## config.mk

```make
export PLATFORM = sky130hd
export DESIGN_NAME = req_encoder_8to3
export DESIGN_NICKNAME = d
export VERILOG_FILES = /design/src/rtl/encoder_pkg.sv /design/src/rtl/pri_enc_8to3.sv /design/src/rtl/req_encoder_8to3.sv
export SDC_FILE = /design/constraint.sdc
export NUM_CORES = 1
export LEC_CHECK = 0
export ABC_AREA = 0
export CAP_MARGIN = 20
export CORE_MARGIN = 1
export CORE_UTILIZATION = 48
export DETAILED_ROUTE_END_ITERATION = 7
export PLACE_DENSITY = 0.83
export SYNTH_ARGS = -nofsm -noshare
export SYNTH_HDL_FRONTEND = slang
export SYNTH_SLANG_ARGS = --single-unit
```

## constraint.sdc

```tcl
create_clock -name clk -period 4.05 [get_ports clk]
set_input_delay 0.405 -clock clk [delete_from_list [all_inputs] [get_ports clk]]
set_output_delay 0.405 -clock clk [all_outputs]
set_load 0.01 [all_outputs]
```

## src/rtl/encoder_pkg.sv

```systemverilog
// Shared types and constants for the 8-to-3 request encoder.
// Holds the FSM state enum, widths and a one-hot helper.
package encoder_pkg;

  localparam int N_REQ  = 8;
  localparam int CODE_W = 3;

  typedef enum logic {
    IDLE    = 1'b0,
    PRESENT = 1'b1
  } enc_state_e;

  function automatic logic [N_REQ-1:0] onehot(
    input logic [CODE_W-1:0] c
  );
    return N_REQ'(1) << c;
  endfunction

endpackage

```

## src/rtl/pri_enc_8to3.sv

```systemverilog
// Fixed-priority encoder: highest set index wins.
// Ports: vec_i request vector, idx_o winning index, any_o any bit set.
module pri_enc_8to3
  import encoder_pkg::*;
(
  input  logic [N_REQ-1:0]  vec_i,
  output logic [CODE_W-1:0] idx_o,
  output logic              any_o
);

  // Ascending scan so the last (highest) set bit overrides.
  always_comb begin
    idx_o = '0;
    for (int i = 0; i < N_REQ; i++) begin
      if (vec_i[i]) idx_o = CODE_W'(i);
    end
  end

  assign any_o = |vec_i;

endmodule

```

## src/rtl/req_encoder_8to3.sv

```systemverilog
// Sticky request collector presenting one source index per handshake.
// Ports: clk, rst, EN, req[7:0], ack in; code, valid, pending, ovf out.
module req_encoder_8to3
  import encoder_pkg::*;
(
  input  logic              clk,
  input  logic              rst,
  input  logic              EN,
  input  logic [N_REQ-1:0]  req,
  input  logic              ack,
  output logic [CODE_W-1:0] code,
  output logic              valid,
  output logic [N_REQ-1:0]  pending,
  output logic              ovf
);

  enc_state_e        state_q;
  logic [CODE_W-1:0] code_q;
  logic              valid_q;
  logic [N_REQ-1:0]  pending_q;
  logic              ovf_q;

  logic [N_REQ-1:0]  clr_mask;
  logic [N_REQ-1:0]  pending_d;
  logic              ovf_d;
  logic [CODE_W-1:0] win_idx;
  logic              win_any;

  // Only an accepted presentation clears its bit.
  assign clr_mask  = (valid_q && ack) ? onehot(code_q) : '0;
  // Set wins over clear.
  assign pending_d = (pending_q & ~clr_mask) | req;
  // A new event on a bit still pending (and not retiring) is lost.
  assign ovf_d     = ovf_q | (|(req & pending_q & ~clr_mask));

  pri_enc_8to3 u_pri (
    .vec_i (pending_q),
    .idx_o (win_idx),
    .any_o (win_any)
  );

  always_ff @(posedge clk or posedge rst) begin
    if (rst) begin
      state_q   <= IDLE;
      code_q    <= '0;
      valid_q   <= 1'b0;
      pending_q <= '0;
      ovf_q     <= 1'b0;
    end else if (!EN) begin
      // Withdraw without clearing; re-presented once enabled.
      state_q <= IDLE;
      valid_q <= 1'b0;
    end else begin
      pending_q <= pending_d;
      ovf_q     <= ovf_d;
      unique case (state_q)
        IDLE: begin
          if (win_any) begin
            state_q <= PRESENT;
            code_q  <= win_idx;
            valid_q <= 1'b1;
          end
        end
        PRESENT: begin
          if (ack) begin
            state_q <= IDLE;
            valid_q <= 1'b0;
          end
        end
        default: begin
          state_q <= IDLE;
          valid_q <= 1'b0;
        end
      endcase
    end
  end

  assign code    = code_q;
  assign valid   = valid_q;
  assign pending = pending_q;
  assign ovf     = ovf_q;

endmodule

```

==> results.md <==
* M1 WL at 867 um
* Worst min-delay path category: primary input to async pin
* CP bufs+invs at 1
* Worst Clk Skew at 0.00103 ns
* RSZ-0062 raised after global routing: false
* Post-Route WL at 1940 um
* ANT cells at 0
* Seq/Total Area, Yosys at 44.7%
* Setup TNS at 0 ns
* Initial DRC count at 26
* Final Hold Slack at 0.451 ns
* Clock network power share at 33.1%
* Syn nets at 109
* Synthesized cell area at 785 um^2
* Die Y at 42.4 um
* Synth warnings at 0
* Minimum clock period at 1.86 ns
* CP arrival at 1.45 ns
* Htree depth at 1
* Relative slew slack at 65.4%
* Crit path kind: flop to output port
* Area Overhead vs Synth at 34.8%
* Outcome: complete, no violations
* Post-synth EDFFs at 0
* Initial antenna violation count at 0
* Final hold vios at 0
* Post_cts resized at 0
* CTS Root Cell: clkbuf_4
* Post-CTS Setup Inserts at 0
* Initial core utilization at 51.5%
* First-pass detailed-route iteration total at 4
* Least-Margin Pin Slew at 0.519 ns
* # Max-Cap Violations at 0
* Core area at 0.00152 mm^2
* Highest routed layer: met4
* CTS tree: done
* Routability cong. at 0.908
* Commonest non-fill, non-tap cell in the layout: nand2_1
* P_int at 228 uW
* Via Count at 794
* Largest delay contributor family on the critical path: buffers and inverters
* Met3 Wirelength at 93 um
* Comb pwr share at 17.0%
* Antenna viol nets, final at 0
* Clk buf depth at 2
* Largest net degree at the start of global routing at 15
* Asr flop ratio synth at 100%
* Remaining DRCs at 0
* CTS Hold Bufs at 0
* Fin crit share at 45.8%
* Via density per instance at 5.80
* Routed WL per cell at 14.2 um
* Total net switching power at 80.4 uW
* DIE AREA at 0.00180 mm^2
* Chip width at 42.4 um
* Max-slew violations at 0
* Final Net Count at 134
* Distinct cells, synth at 31
* Synth Flop Type: dfrtp_1
* Crit path required time at 3.64 ns
* Synthesized flop and latch total at 14
* I/O Pins at 25
* Leakage at 0.427 nW
* Synth Instances at 97
* Pwr Density at 292 mW/mm^2
* Share of layout cells above drive strength 1 at 4.96%
* First-pass GRT wire length at 3320 um
* Worst-path maximum fanout at 11
* GRT Residual Overflow at 0
* Worst VDD drop at 0.201 mV
* Number of global-route vias before repair at 753
* Switch share at 26.1%
* Crit path cell chain: clkdlybuf4s50_1
* Fmax at 539 MHz
* Clock Latency Late Sink at 0.28 ns
* Reg power frac at 49.9%
* Met2 wire length at 954 um
* Sink Count at 14
* Crit-path max cell delay at 0.61 ns
* CP startpoint kind: flop
* Avg Synthesized Cell Area at 8.09 um^2
* Most frequent cells in the layout: 29 x nand2_1, 24 x clkdlybuf4s50_1, 14 x dfrtp_1, 8 x a21oi_1, 6 x o21ai_0
* Number of buffers created by CTS at 3
* Row cnt at 14
* Clock transition at the registers of the reported paths at 0.09 ns
* CP endpoint kind: output port
* Final setup violation count at 0
* Dpl hpwl at 1480 um
* IO buf count at 24
* Total global-route track usage at 24.4%
* Critical-path top delay cell: clkdlybuf4s50_1
## cell type report
type                    count  area (um^2)
flip-flops and latches     14          350
fillers                   133          467
repair buffers             24          240
multi-input cells          75          395
inverters                   4         15.0
well taps                  16         20.0
clock buffers               4         36.3
## power groups by stage
stage | clock network (mW) | logic (mW) | registers [mW]
6_report | 0.102 | 0.0525 | 0.154
5_1_grt | 0.106 | 0.0581 | 0.155
4_1_cts | 0.101 | 0.0529 | 0.154
3_5_place_dp | 0 | 0.0526 | 0.157
3_3_place_gp | 0 | 0.0521 | 0.156
2_1_floorplan | 0 | 0.0275 | 0.155
## cell usage after synthesis, types with 2 or more instances
library cell | instances | area, um^2
o21ai_1 | 3 | 15.0
nor2_1 | 4 | 15.0
nand2_1 | 29 | 109
clkbuf_1 | 2 | 7.51
o21a_1 | 2 | 15.0
nand4_1 | 3 | 18.8
a21oi_1 | 8 | 40.0
o21ai_0 | 6 | 30.0
o31ai_1 | 2 | 15.0
inv_1 | 3 | 11.3
dfrtp_1 | 14 | 350
o21bai_1 | 2 | 15.0
## metal layers
| metal | global-route usage, % | up-vias |
|---|---|---|
| li1 | - | 384 |
| met1 | 34.8 | 379 |
| met2 | 37.8 | 27 |
| met3 | 2.59 | 4 |
| met4 | 10.0 | 0 |
| met5 | 0 | - |
## flip-flops by register name, indices dropped and copies added (netlist names)
register	count
code	3
ovf	1
pending	8
state_q	1
valid	1
## per-stage QoR
stage,setup WS (ns),total power [mW],instances,util [%],cell area [um^2]
2_1_floorplan,2.59,0.183,97,-,785
3_3_place_gp,2.12,0.208,133,67.0,1020
3_5_place_dp,2.07,0.209,133,67.0,1020
4_1_cts,2.19,0.308,137,69.4,1060
5_1_grt,2.13,0.320,137,69.4,1060
6_report,2.19,0.308,137,69.4,1060
## path summary, 6_finish.rpt
path                                   startpoint                     end  slack, ns  cells after the start
max                           code[2]$_DFFE_PP0P_                 code[2]       2.19                      1
min                                           rst     code[0]$_DFFE_PP0P_       0.45                      2
max reg2reg                pending[7]$_DFFE_PP0P_     code[1]$_DFFE_PP0P_       2.42                      5
min reg2reg                       ovf$_DFFE_PP0P_         ovf$_DFFE_PP0P_       0.47                      1
max in group asynchronous                     rst  pending[0]$_DFFE_PP0P_       3.26                      2
min in group clk                  ovf$_DFFE_PP0P_         ovf$_DFFE_PP0P_       0.47                      1
## cells by family after synthesis
| group | Yosys count | share of synthesized area [%] |
|---|---|---|
| buffers and inverters | 8 | 4.94 |
| DFF | 14 | 44.7 |
| AOI/OAI and AO/OA | 29 | 22.5 |
| and+or+nand+nor | 46 | 27.9 |
Note: power is estimated with default switching activity, not from simulation.
